`config.mk`:
```
export PLATFORM = sky130hd
export DESIGN_NAME = fft_stage_sched
export DESIGN_NICKNAME = d
export VERILOG_FILES = /design/src/rtl/fft_package.sv /design/src/rtl/wb_delay_line.sv /design/src/rtl/fft_stage_sched.sv
export SDC_FILE = /design/constraint.sdc
export NUM_CORES = 1
export LEC_CHECK = 0
export ABC_AREA = 1
export ABC_CLOCK_PERIOD_IN_PS = 6030
export CAP_MARGIN = 40
export CORE_ASPECT_RATIO = 1.75
export CORE_MARGIN = 4
export CORE_UTILIZATION = 60
export DETAILED_ROUTE_END_ITERATION = 6
export PLACE_DENSITY = 0.83
export REMOVE_ABC_BUFFERS = 1
export SETUP_SLACK_MARGIN = 0.5
export SYNTH_ARGS = -nofsm -noshare
export SYNTH_HDL_FRONTEND = slang
export SYNTH_SLANG_ARGS = --single-unit
export TNS_END_PERCENT = 10
```
`constraint.sdc`:
```
create_clock -name clk -period 6.03 [get_ports clk]
set_clock_uncertainty 0.05 [all_clocks]
set_input_delay 1.206 -clock clk [delete_from_list [all_inputs] [get_ports clk]]
set_output_delay 1.206 -clock clk [all_outputs]
set_load 0.01 [all_outputs]
```
`src/rtl/fft_package.sv`:
```
// Shared types and address helper for the radix-2 DIT FFT stage scheduler.
package fft_package;

    localparam int unsigned MAX_LOG2_N = 10;
    localparam int unsigned MAX_K_W    = MAX_LOG2_N - 1;

    typedef enum logic [1:0] {
        IDLE,
        ISSUE,
        DRAIN,
        FINISH
    } sched_state_t;

    typedef struct packed {
        logic                  valid;
        logic [MAX_LOG2_N-1:0] top;
        logic [MAX_LOG2_N-1:0] bottom;
    } wb_entry_t;

    typedef struct packed {
        logic [MAX_LOG2_N-1:0] top;
        logic [MAX_LOG2_N-1:0] bottom;
        logic [MAX_K_W-1:0]    tw;
    } bfly_addr_t;

    // Butterfly k of stage s: top/bottom operand addresses and twiddle index.
    function automatic bfly_addr_t bfly_addr(input logic [3:0]         s,
                                             input logic [MAX_K_W-1:0] k,
                                             input logic [3:0]         log2_n);
        logic [MAX_LOG2_N-1:0] half;
        logic [MAX_LOG2_N-1:0] j;
        bfly_addr_t            r;
        half     = 10'd1 << s;
        j        = {1'b0, k} & (half - 10'd1);
        r.top    = (({1'b0, k} >> s) << (s + 4'd1)) | j;
        r.bottom = r.top + half;
        r.tw     = j[MAX_K_W-1:0] << (log2_n - 4'd1 - s);
        return r;
    endfunction

endpackage

```
`src/rtl/wb_delay_line.sv`:
```
// Fixed-latency shift register with synchronous clear; aligns write-back with reads.
module wb_delay_line #(
    parameter int unsigned DEPTH = 6,
    parameter int unsigned WIDTH = 21
) (
    input  logic             clk,
    input  logic             clear,
    input  logic [WIDTH-1:0] din,
    output logic [WIDTH-1:0] dout
);

    logic [WIDTH-1:0] taps [DEPTH];

    always_ff @(posedge clk) begin
        if (clear) begin
            for (int i = 0; i < DEPTH; i++) begin
                taps[i] <= '0;
            end
        end else begin
            taps[0] <= din;
            for (int i = 1; i < DEPTH; i++) begin
                taps[i] <= taps[i-1];
            end
        end
    end

    assign dout = taps[DEPTH-1];

endmodule

```
`src/rtl/fft_stage_sched.sv`:
```
// Address sequencer for one shared radix-2 butterfly running an in-place DIT FFT.
// Optional FFT_SCHED_CYCLE_CNT_EN adds the last_cycles transform-length counter.
module fft_stage_sched
    import fft_package::*;
#(
    parameter int unsigned LOG2_N   = 5,
    parameter int unsigned RD_LAT   = 1,
    parameter int unsigned PIPE_LAT = 5
) (
    input  logic                       clk,
    input  logic                       reset,
    input  logic                       start,
    output logic                       busy,
    output logic                       done,
    output logic                       rd_en,
    output logic [LOG2_N-1:0]          rd_addr_a,
    output logic [LOG2_N-1:0]          rd_addr_b,
    output logic [LOG2_N-2:0]          tw_addr,
    output logic [$clog2(LOG2_N)-1:0]  stage,
    output logic                       stage0,
    output logic                       wr_en,
    output logic [LOG2_N-1:0]          wr_addr_a,
    output logic [LOG2_N-1:0]          wr_addr_b
`ifdef FFT_SCHED_CYCLE_CNT_EN
    ,
    output logic [15:0]                last_cycles
`endif
);

    localparam int unsigned TOTAL_LAT = RD_LAT + PIPE_LAT;
    localparam int unsigned SW        = $clog2(LOG2_N);
    localparam int unsigned KW        = LOG2_N - 1;
    localparam int unsigned CW        = $clog2(TOTAL_LAT) + 1;
    localparam int unsigned WB_W      = $bits(wb_entry_t);

    localparam logic [SW-1:0] LAST_STAGE = SW'(LOG2_N - 1);
    localparam logic [KW-1:0] LAST_K     = '1;
    localparam logic [CW-1:0] LAST_DRAIN = CW'(TOTAL_LAT - 1);

    sched_state_t  state;
    logic [KW-1:0] k_q;
    logic [KW-1:0] nxt_k;
    logic [SW-1:0] nxt_s;
    logic [CW-1:0] drain_cnt;
    logic          accept;
    logic          drain_end;
    logic          finish_go;
    bfly_addr_t    nxt_addr;
    wb_entry_t     wb_in;
    wb_entry_t     wb_out;
    logic          unused_bits;

    assign accept    = (state == IDLE) && start;
    assign drain_end = (state == DRAIN) && (drain_cnt == LAST_DRAIN);
    assign finish_go = drain_end && (stage == LAST_STAGE);

    // Address of the next butterfly to be issued, whichever transition takes it.
    always_comb begin
        nxt_s = stage;
        nxt_k = k_q + 1'b1;
        if (state == IDLE) begin
            nxt_s = '0;
            nxt_k = '0;
        end else if (state == DRAIN) begin
            nxt_s = stage + 1'b1;
            nxt_k = '0;
        end
        nxt_addr = bfly_addr(4'(nxt_s), MAX_K_W'(nxt_k), 4'(LOG2_N));
    end

    always_ff @(posedge clk) begin
        if (reset) begin
            state     <= IDLE;
            k_q       <= '0;
            drain_cnt <= '0;
            stage     <= '0;
            stage0    <= 1'b0;
            busy      <= 1'b0;
            done      <= 1'b0;
            rd_en     <= 1'b0;
            rd_addr_a <= '0;
            rd_addr_b <= '0;
            tw_addr   <= '0;
        end else begin
            done <= 1'b0;
            unique case (state)
                IDLE: begin
                    if (start) begin
                        state     <= ISSUE;
                        stage     <= nxt_s;
                        k_q       <= nxt_k;
                        stage0    <= 1'b1;
                        busy      <= 1'b1;
                        rd_en     <= 1'b1;
                        rd_addr_a <= nxt_addr.top[LOG2_N-1:0];
                        rd_addr_b <= nxt_addr.bottom[LOG2_N-1:0];
                        tw_addr   <= nxt_addr.tw[LOG2_N-2:0];
                    end
                end
                ISSUE: begin
                    if (k_q == LAST_K) begin
                        state     <= DRAIN;
                        drain_cnt <= '0;
                        rd_en     <= 1'b0;
                        stage0    <= 1'b0;
                    end else begin
                        k_q       <= nxt_k;
                        rd_addr_a <= nxt_addr.top[LOG2_N-1:0];
                        rd_addr_b <= nxt_addr.bottom[LOG2_N-1:0];
                        tw_addr   <= nxt_addr.tw[LOG2_N-2:0];
                    end
                end
                DRAIN: begin
                    // Holding here until the last write lands avoids read-after-write hazards.
                    if (drain_cnt == LAST_DRAIN) begin
                        if (stage == LAST_STAGE) begin
                            state <= FINISH;
                            busy  <= 1'b0;
                            done  <= 1'b1;
                        end else begin
                            state     <= ISSUE;
                            stage     <= nxt_s;
                            k_q       <= nxt_k;
                            rd_en     <= 1'b1;
                            rd_addr_a <= nxt_addr.top[LOG2_N-1:0];
                            rd_addr_b <= nxt_addr.bottom[LOG2_N-1:0];
                            tw_addr   <= nxt_addr.tw[LOG2_N-2:0];
                        end
                    end else begin
                        drain_cnt <= drain_cnt + 1'b1;
                    end
                end
                FINISH: begin
                    state <= IDLE;
                end
                default: begin
                    state <= IDLE;
                end
            endcase
        end
    end

    assign wb_in = '{
        valid:  rd_en,
        top:    MAX_LOG2_N'(rd_addr_a),
        bottom: MAX_LOG2_N'(rd_addr_b)
    };

    wb_delay_line #(
        .DEPTH (TOTAL_LAT),
        .WIDTH (WB_W)
    ) u_wb_delay (
        .clk   (clk),
        .clear (reset),
        .din   (wb_in),
        .dout  (wb_out)
    );

    assign wr_en     = wb_out.valid;
    assign wr_addr_a = wb_out.top[LOG2_N-1:0];
    assign wr_addr_b = wb_out.bottom[LOG2_N-1:0];

    assign unused_bits = ^{wb_out, nxt_addr, accept, drain_end, finish_go};

`ifdef FFT_SCHED_CYCLE_CNT_EN
    logic [15:0] cyc_cnt;

    // cyc_cnt equals the cycle index (start cycle = 0) during a run.
    always_ff @(posedge clk) begin
        if (reset) begin
            cyc_cnt     <= '0;
            last_cycles <= '0;
        end else begin
            if (accept) begin
                cyc_cnt <= 16'd1;
            end else if (busy && cyc_cnt != 16'hFFFF) begin
                cyc_cnt <= cyc_cnt + 16'd1;
            end
            if (finish_go) begin
                last_cycles <= (cyc_cnt == 16'hFFFF) ? cyc_cnt : cyc_cnt + 16'd1;
            end
        end
    end
`endif

endmodule

```
---- Word-level counts from Yosys, hierarchy flattened ----
Memories as Yosys holds them, arrays and structs flattened.
Cells that the tools add are included.
word-level totals
  flip-flop bits (word level) ............. 31
  bits in writable memories ............... 126
  bits of input ports ..................... 3
  output and inout port bits .............. 32
  logic and storage cells ................. 114
  memories kept ........................... 1
operators by class
  $add $sub $neg .......................... 7
  eq/ne operators ......................... 13
  shift-type cells ........................ 4
  mux-type cells .......................... 55
  bitwise gates (word level) .............. 10
  reduce and logical (&&, ||, !) cells .... 13
memory list
  name             words  width  read ports  clocked after Yosys merged registers in  write ports  RTL line             source
  u_wb_delay.taps  6      21     6           0                                        6            wb_delay_line.sv:12  logic [WIDTH-1:0] taps [DEPTH];
operator list
  kind                   number
  $mux W21               6
  $mux W4                12
  $mux W5                8
  $pmux W5 S3            2
  $pmux W4 S3            2
  $mux W3                5
  $ne A2 B2 Y1 const B   6
  $mux W1                10
  $reduce_and A5 Y1      2
  $shl A10 B4 Y5         1
  $shr A4 B3 Y10         1
  $and A4 B9 Y9          1
  $reduce_and A3 Y1      3
  $shl A1 B3 Y9 const A  1
  $shl A9 B4 Y4          1
  $sub A9 B1 Y9 const B  1
  $add A4 B1 Y4 const B  2
  $mux W2                4
  $pmux W2 S4            1
  $pmux W4 S2            1
  $reduce_and A4 Y1      2
  $or A1 B1 Y1           6
  $pmux W3 S2            1
  $reduce_bool A2 Y1     3
  other kinds (17)       20

---- Depth between registers and ports, before layout ----
Gate-level depths: netlist (run 1).
  depth in word-level cells ............... 11
  mapped depth ............................ 21
  depth with buffers taken out ............ 21

---- Cells and area by module ----
From an unflattened synthesis (run 1), not the netlist that was laid out.
second synthesis, totals
  cell total of the unflattened synthesis .. 711
  area total of the unflattened synthesis .. 5871.9 µm²
modules (own cells, without submodules)
  module           instances  cells an instance  area each (µm²)  sequential area each (µm²)
  wb_delay_line    1          413                3733.6           2522.4
  fft_stage_sched  1          298                2138.3           620.6

---- Worst setup path before layout (run 1) ----
Ideal clock, no wire load.
  path type ............................... flip-flop to flip-flop
  from .................................... register stage[0]
  to ...................................... register rd_addr_b[4]
  setup time .............................. 0.109 ns
  data arrival time ....................... 3.130 ns
  required time ........................... 5.871 ns
  path slack .............................. 2.741 ns
  cell stages (with the launch flop) ...... 21
  buffers on the path ..................... 1
  clock period less this slack ............ 3.289 ns
  cells stage by stage .................... dfxtp_1 > inv_1 > ha_1 > nand3_1 > nand2_2 > inv_4 > ha_1 > buf_2 > inv_1 > nand4_1 > o21ai_1 > ha_1 > inv_1 > fa_1 > o21ai_0 > xor2_1 > inv_1 > nand2_1 > nand3_1 > nand2_1 > inv_1
RTL lines
  element                   RTL line                source
  start: declaration        fft_stage_sched.sv:19   output logic [$clog2(LOG2_N)-1:0] stage,
  start signal: assignment  fft_stage_sched.sv:90   stage <= nxt_s;
  start signal: assignment  fft_stage_sched.sv:122  stage <= nxt_s;
  end signal: assignment    fft_stage_sched.sv:96   rd_addr_b <= nxt_addr.bottom[LOG2_N-1:0];
  end signal: assignment    fft_stage_sched.sv:109  rd_addr_b <= nxt_addr.bottom[LOG2_N-1:0];
  end signal: assignment    fft_stage_sched.sv:126  rd_addr_b <= nxt_addr.bottom[LOG2_N-1:0];
  end: declaration          fft_stage_sched.sv:17   output logic [LOG2_N-1:0] rd_addr_b,

==> results of run 1 <==
[cells by family (layout without fill, tap and decap cells)]
group / count (synthesis) / count (layout) / share of synthesized area [%]
adders and majority gates: 17 / 17 / 5.67
xor gates and xnor gates: 3 / 3 / 0.676
DFF: 97 / 97 / 50.0
and+or+nand+nor: 196 / 196 / 22.2
AOI/OAI and AO/OA: 62 / 62 / 8.69
buffers and inverters: 123 / 158 / 12.7
[cells in the final DEF (no fill, tap or decap), types with 2 or more instances in the layout]
cell type / count
nor2_1: 94
o21ai_1: 2
ha_1: 16
nor2_4: 2
dfxtp_1: 97
a31oi_1: 4
clkinvlp_4: 2
clkdlybuf4s50_1: 33
a21oi_1: 29
inv_1: 101
nand2_1: 57
inv_2: 5
nand3_1: 21
clkbuf_1: 2
a211oi_1: 2
clkbuf_8: 11
o21ai_0: 20
a21oi_2: 3
nand2_4: 2
nand2_2: 6
nor3_1: 4
nand4_1: 5
xor2_1: 2
[power groups by stage]
| stage | Sequential [uW] | Combinational, uW | Clock, uW |
|---|---|---|---|
| after floorplan | 763 | 263 | 0 |
| after global placement | 755 | 408 | 0 |
| after detailed placement | 759 | 414 | 0 |
| after CTS | 744 | 417 | 399 |
| after global routing | 753 | 475 | 429 |
| final | 744 | 418 | 387 |
[flip-flops by register name, indices dropped and copies added, names as in the netlist]
| signal | flops |
|---|---|
| state | 2 |
| rd_addr_a | 5 |
| k_q | 4 |
| done | 1 |
| tw_addr | 4 |
| stage0 | 1 |
| stage | 3 |
| drain_cnt | 4 |
| u_wb_delay.taps | 66 |
| busy | 1 |
| rd_en | 1 |
| rd_addr_b | 5 |
[how the worst min path moves through the flow]
stage                                start                      to  slack, ps
detailed placement  u_wb_delay.taps[2][12]  u_wb_delay.taps[3][12]        340
global placement    u_wb_delay.taps[1][13]  u_wb_delay.taps[2][13]        340
global route         u_wb_delay.taps[2][3]   u_wb_delay.taps[3][3]        370
floorplan            u_wb_delay.taps[0][0]   u_wb_delay.taps[1][0]        340
finish               u_wb_delay.taps[3][0]   u_wb_delay.taps[4][0]        350
CTS                 u_wb_delay.taps[4][13]  u_wb_delay.taps[5][13]        360
[cell type report]
cell class              count  area [um2]
fillers                   507        1810
flip-flops and latches     97        1940
clock buffers              13         159
well taps                  80         100
clock inverters             3        23.8
inverters                 107         404
multi-input cells         278        1450
repair buffers             35         343
[worst register-to-register path: stages (launching register included)]
cell,delay [ps]
dfxtp_1,600
inv_2,160
nand2_2,120
nand2_1,50
nand2_1,340
ha_1,410
inv_1,160
nand4_1,140
o21ai_1,190
ha_1,190
inv_1,60
fa_1,390
o21ai_0,230
xor2_1,210
inv_1,60
nand2_1,60
nand3_1,60
nand2_1,80
inv_1,30
[metal layers]
layer | up-vias | track usage, % | part of all wire (%)
li1 | 1565 | - | -
met1 | 1384 | 21.6 | 39
met2 | 78 | 34.8 | 52
met3 | 33 | 3.93 | 4.0
met4 | 0 | 15.1 | 5.1
met5 | - | 0 | 0
[synth_stat cells, drive strengths merged, types with 2 or more instances]
cell	count	area (um2)
nand4	6	52.6
nand3	22	123
clkbuf	7	26.3
o21ai	23	119
dfxtp	97	1940
buf	9	65.1
nor3	4	20.0
a211oi	2	15.0
xor2	2	17.5
ha	16	200
nor2	96	375
a21oi	32	171
inv	107	404
a31oi	4	25.0
nand2	65	274
[through the flow]
step | util (%) | power, uW | hold slack, ps
finish | 71.0 | 1550 | 354
global route | 71.0 | 1660 | 368
CTS | 71.0 | 1560 | 356
detailed placement | 68.0 | 1170 | 343
global placement | 68.0 | 1160 | 339
floorplan | - | 1030 | 338
==> flow_metrics.env, run 1 <==
export IMPL_hpwl_um=5100
export IMPL_ir_worst_vdd_uv=180
export IMPL_initial_core_util_pct=62.4
export IMPL_r2r_slack_ps=2370
export IMPL_cp_arrival_ps=3880
export IMPL_syn_avg_cell_area_um2=7.80
export IMPL_antenna_found_initial=0
export IMPL_syn_cell_area_um2=3890
export IMPL_seqPwrFrac_pct=48.0
export IMPL_clockRootBuffer="clkbuf_8"
export IMPL_yosysSeqAreaShare_pct=50.0
export IMPL_cts_resized=0
export IMPL_path_depth=18
export IMPL_crit_fanout=13
export IMPL_drive_gt1_share_pct=7.13
export IMPL_remaining_drc_errors=0
export IMPL_status="finished clean"
export IMPL_finalWirelength_um=7150
export IMPL_cts_sinks=97
export IMPL_firstDrtPassIters=5
export IMPL_yosysWarnings=0
export IMPL_port_buffers=34
export IMPL_core_area_um2=6230
export IMPL_p_leak_uw=0.00191
export IMPL_period_minus_slack_ps=3660
export IMPL_htreeDepth=3
export IMPL_path_buf_inv=5
export IMPL_post_route_period_util_pct=60.7
export IMPL_synth_edf_count=0
export IMPL_placed_area_um2=4240
export IMPL_async_reset_ff_share_pct=0
export IMPL_hold_buffers=0
export IMPL_rr_worst_depth=18
export IMPL_post_place_ws_ps=2440
export IMPL_hold_viol=0
export IMPL_grt_pass1_vias=2891
export IMPL_fp_dieH_um=114
export IMPL_via_per_inst=4.99
export IMPL_ant_nets=0
export IMPL_final_nets=548
export IMPL_switchingPower_uw=511
export IMPL_row_count=38
export IMPL_grt_start_max_net_pins=81
export IMPL_p_per_area_nw_per_um2=350
export IMPL_cts_setup_buffers=0
export IMPL_clk_latency_ps=360
export IMPL_setup_slack_ps=2370
export IMPL_internal_power_uw=1040
export IMPL_startpoint_type="register"
export IMPL_r2r_start="state[0]"
export IMPL_critPathSlowestCell="dfxtp_1"
export IMPL_crit_end="rd_addr_b[4]"
export IMPL_die_x_um=68.8
export IMPL_antenna_diode_count=0
export IMPL_synth_distinct_cells=34
export IMPL_numCtsBuffers=9
export IMPL_overflow=0
export IMPL_drt_initial_drc_count=201
export IMPL_cpPeakStageDelay_ps=600
export IMPL_hold_class="reg -> reg"
export IMPL_io_pins=35
export IMPL_grt_pass1_wl_um=12200
export IMPL_ys_ff_latch=97
export IMPL_drv_slew=0
export IMPL_cp_top_family="adder cells"
export IMPL_setup_violations=0
export IMPL_slew_headroom_pct=50.7
export IMPL_fin_tns_setup_ps=0
export IMPL_cp_end_kind="register"
export IMPL_instances_no_fill=613
export IMPL_max_cap_violations=0
export IMPL_crit_required_ps=6250
export IMPL_fmax_mhz=273
export IMPL_die_area_um2=7880
export IMPL_critPathLaunch="state[0]"
export IMPL_synthCells=498
export IMPL_clk_pin_slew_ps=90
export IMPL_tightest_slew_ps=739
export IMPL_rr_endpoint="rd_addr_b[4]"
export IMPL_pwr_share_clk_pct=25.0
export IMPL_routedWlPerCell_um=11.7
export IMPL_rsz0062_at_grt="false"
export IMPL_fin_area_um2=4420
export IMPL_crit_chain="inv_2 > nand2_2 > nand2_1 > nand2_1 > ha_1 > inv_1 > nand4_1 > o21ai_1 > ha_1 > inv_1 > fa_1 > o21ai_0 > xor2_1 > inv_1 > nand2_1 > nand3_1 > nand2_1 > inv_1"
export IMPL_p_sw_share_pct=33.0
export IMPL_cts_tree="built"
export IMPL_worst_setup_path_type="reg -> reg"
export IMPL_ys_flop_type="dfxtp_1"
export IMPL_gp_congestion=1.01
export IMPL_grt_total_usage_pct=20.6
export IMPL_area_delta_synth_final_pct=13.7
export IMPL_vias=3060
export IMPL_dp_cells=597
export IMPL_pwr_share_comb_pct=27.0
export IMPL_max_clock_path_buffers=2
export IMPL_whs_path_depth=2
No activity file was read; power rests on OpenSTA's default activity.
==> inputs of run 2 (changes only) <==
--- a/config.mk
+++ b/config.mk
@@ -6,13 +6,13 @@
 export NUM_CORES = 1
 export LEC_CHECK = 0
 export ABC_AREA = 1
-export ABC_CLOCK_PERIOD_IN_PS = 6030
+export ABC_CLOCK_PERIOD_IN_PS = 3000
 export CAP_MARGIN = 40
 export CORE_ASPECT_RATIO = 1.75
 export CORE_MARGIN = 4
-export CORE_UTILIZATION = 60
+export CORE_UTILIZATION = 51
 export DETAILED_ROUTE_END_ITERATION = 6
-export PLACE_DENSITY = 0.83
+export PLACE_DENSITY = 0.75
 export REMOVE_ABC_BUFFERS = 1
 export SETUP_SLACK_MARGIN = 0.5
 export SYNTH_ARGS = -nofsm -noshare
==> constraint.sdc (replaced) <==
create_clock -name clk -period 3 [get_ports clk]
set_clock_uncertainty 0.05 [all_clocks]
set_input_delay 0.6 -clock clk [delete_from_list [all_inputs] [get_ports clk]]
set_output_delay 0.6 -clock clk [all_outputs]
set_load 0.01 [all_outputs]
==> flow_metrics.env, run 2 (same netlist as run 1, synthesis figures left out) <==
export IMPL_max_cap_violations=0
export IMPL_die_x_um=74.0
export IMPL_firstDrtPassIters=5
export IMPL_crit_chain="inv_2 > ha_4 > nand3_4 > nand2_4 > inv_4 > buf_6 > nor2_1 > nand2_1 > nand2_4 > nor2_1 > a31oi_1 > nand2_2 > ha_4 > nand2_1 > o21ai_2 > xor2_1 > inv_1 > nand2_1 > nand3_1 > nand2_1 > inv_1"
export IMPL_fp_dieH_um=123
export IMPL_r2r_slack_ps=70
export IMPL_vias=3304
export IMPL_critPathSlowestCell="dfxtp_2"
export IMPL_initial_core_util_pct=53.0
export IMPL_grt_pass1_vias=3252
export IMPL_reg_top3="u_wb_delay.taps: 66 flops, rd_addr_a: 5 flops, rd_addr_b: 5 flops"
export IMPL_overflow=0
export IMPL_tightest_slew_ps=738
export IMPL_final_common_cell="inv_1"
export IMPL_port_buffers=34
export IMPL_core_area_um2=7340
export IMPL_cp_end_kind="register"
export IMPL_cp_arrival_ps=3110
export IMPL_row_count=41
export IMPL_fin_util_pct=69.5
export IMPL_startpoint_type="register"
export IMPL_grt_total_usage_pct=19.6
export IMPL_gp_congestion=0.908
export IMPL_fin_tns_setup_ps=0
export IMPL_max_clock_path_buffers=2
export IMPL_cpPeakStageDelay_ps=340
export IMPL_worst_setup_path_type="reg -> reg"
export IMPL_hpwl_um=5560
export IMPL_hold_buffers=0
export IMPL_fillCellCount=599
export IMPL_clk_latency_ps=330
export IMPL_layout_common_cells="inv_1, dfxtp_1, nor2_1"
export IMPL_period_minus_slack_ps=2930
export IMPL_cp_top_family="simple AND/OR/NAND/NOR gates"
export IMPL_switchingPower_uw=1200
export IMPL_pwr_share_clk_pct=29.2
export IMPL_fmax_mhz=341
export IMPL_numCtsBuffers=9
export IMPL_clockRootBuffer="clkbuf_16"
export IMPL_post_route_period_util_pct=97.6
export IMPL_crit_required_ps=3180
export IMPL_slew_headroom_pct=50.8
export IMPL_total_power_uw=3810
export IMPL_internal_power_uw=2620
export IMPL_drt_initial_drc_count=180
export IMPL_dp_cells=624
export IMPL_crit_fanout=4
export IMPL_ir_worst_vdd_uv=451
export IMPL_io_pins=35
export IMPL_ant_nets=0
export IMPL_cts_tree="built"
export IMPL_htreeDepth=3
export IMPL_remaining_drc_errors=0
export IMPL_routedWlPerCell_um=12.7
export IMPL_p_sw_share_pct=31.4
export IMPL_instances_no_fill=660
export IMPL_final_nets=591
export IMPL_grt_start_max_net_pins=80
export IMPL_path_buf_inv=5
export IMPL_pwr_share_comb_pct=31.7
export IMPL_whs_ps=350
export IMPL_finalWirelength_um=8390
export IMPL_p_leak_uw=0.00218
export IMPL_drive_gt1_share_pct=22.0
export IMPL_status="finished clean"
export IMPL_cts_sinks=97
export IMPL_crit_top_cell="nand2_1"
export IMPL_antenna_diode_count=0
export IMPL_max_flop_register="u_wb_delay.taps"
export IMPL_p_per_area_nw_per_um2=748
export IMPL_via_per_inst=5.01
export IMPL_rsz0062_at_grt="true"
export IMPL_clk_pin_slew_ps=60
export IMPL_hold_class="reg -> reg"
export IMPL_largest_register_ffs=66
export IMPL_seqPwrFrac_pct=39.2
export IMPL_grt_pass1_wl_um=13700
export IMPL_setup_violations=0
export IMPL_drv_slew=0
export IMPL_hold_viol=0
export IMPL_area_delta_synth_final_pct=31.2
export IMPL_die_area_um2=9140
export IMPL_antenna_found_initial=0
## run 2: changes by cell type in the layout (fill, tap and decap cells not counted), sizes merged
cell,delta
buf,+43
clkbuf,-3
inv,+1
clkinv,+1
bufinv,+1
clkinvlp,-2
## run 2: area by class of cell
cell class | count | area [um2] | share of cell area [%]
flip-flops and latches | 97 | 1950 | 38.2
multi-input cells | 278 | 1660 | 32.5
repair buffers | 78 | 684 | 13.4
inverters | 107 | 409 | 8.02
clock buffers | 10 | 239 | 4.69
well taps | 86 | 108 | 2.11
clock inverters | 4 | 52.6 | 1.03
## run 2: worst reg2reg max path: cells and delay by family (launching register included)
family / cells / cell delay [ps]
fa+ha+maj: 2 / 570
buf+inv: 5 / 340
flops: 1 / 340
simple gates: 11 / 930
compound gates: 2 / 390
xor+xnor: 1 / 210
## run 2: timing repair
action	in CTS	in global routing
buffers inserted	17	5
endpoints found under the setup margin	4	6
gates resized for setup	42	21
pin swaps	17	11
## run 2: path summary, 6_finish.rpt
path / start / endpoint / cells after the start
worst min register to register: u_wb_delay.taps[4][0] / u_wb_delay.taps[5][0] / 2
worst min-delay path: u_wb_delay.taps[4][0] / u_wb_delay.taps[5][0] / 2
worst max register to register: stage[0] / rd_addr_b[4] / 21
worst max-delay path: stage[0] / rd_addr_b[4] / 21
## run 2: routing by layer
metal | track usage [%] | part of all wire, % | vias up
met5 | 0 | 0 | -
met4 | 15.6 | 7.2 | 0
met3 | 4.31 | 3.8 | 40
met2 | 34.5 | 52 | 91
met1 | 18.9 | 37 | 1514
li1 | - | - | 1659
## run 2: power by group through the flow
stage	logic, uW	registers, uW	clock network [uW]
after floorplan	528	1530	0
after global placement	934	1510	0
after detailed placement	956	1510	0
after CTS	1090	1490	1150
after global routing	1320	1510	1180
final	1210	1490	1110
## run 2: metrics by stage
| step | cell area, um2 | setup WS [ps] |
|---|---|---|
| after floorplan | 3790 | -275 |
| after CTS | 4990 | 185 |
| after global placement | 4400 | 29.8 |
| after detailed placement | 4400 | -104 |
| final | 5100 | 71.5 |
| after global routing | 5100 | -63.7 |
==> inputs of run 3 (changes only) <==
--- a/config.mk
+++ b/config.mk
@@ -13,6 +13,7 @@
 export CORE_UTILIZATION = 51
 export DETAILED_ROUTE_END_ITERATION = 6
 export PLACE_DENSITY = 0.75
+export RECOVER_POWER = 50
 export REMOVE_ABC_BUFFERS = 1
 export SETUP_SLACK_MARGIN = 0.5
 export SYNTH_ARGS = -nofsm -noshare
==> results of run 3 <==
Same layout as run 2: the final DEF is identical, and so are final timing and power.
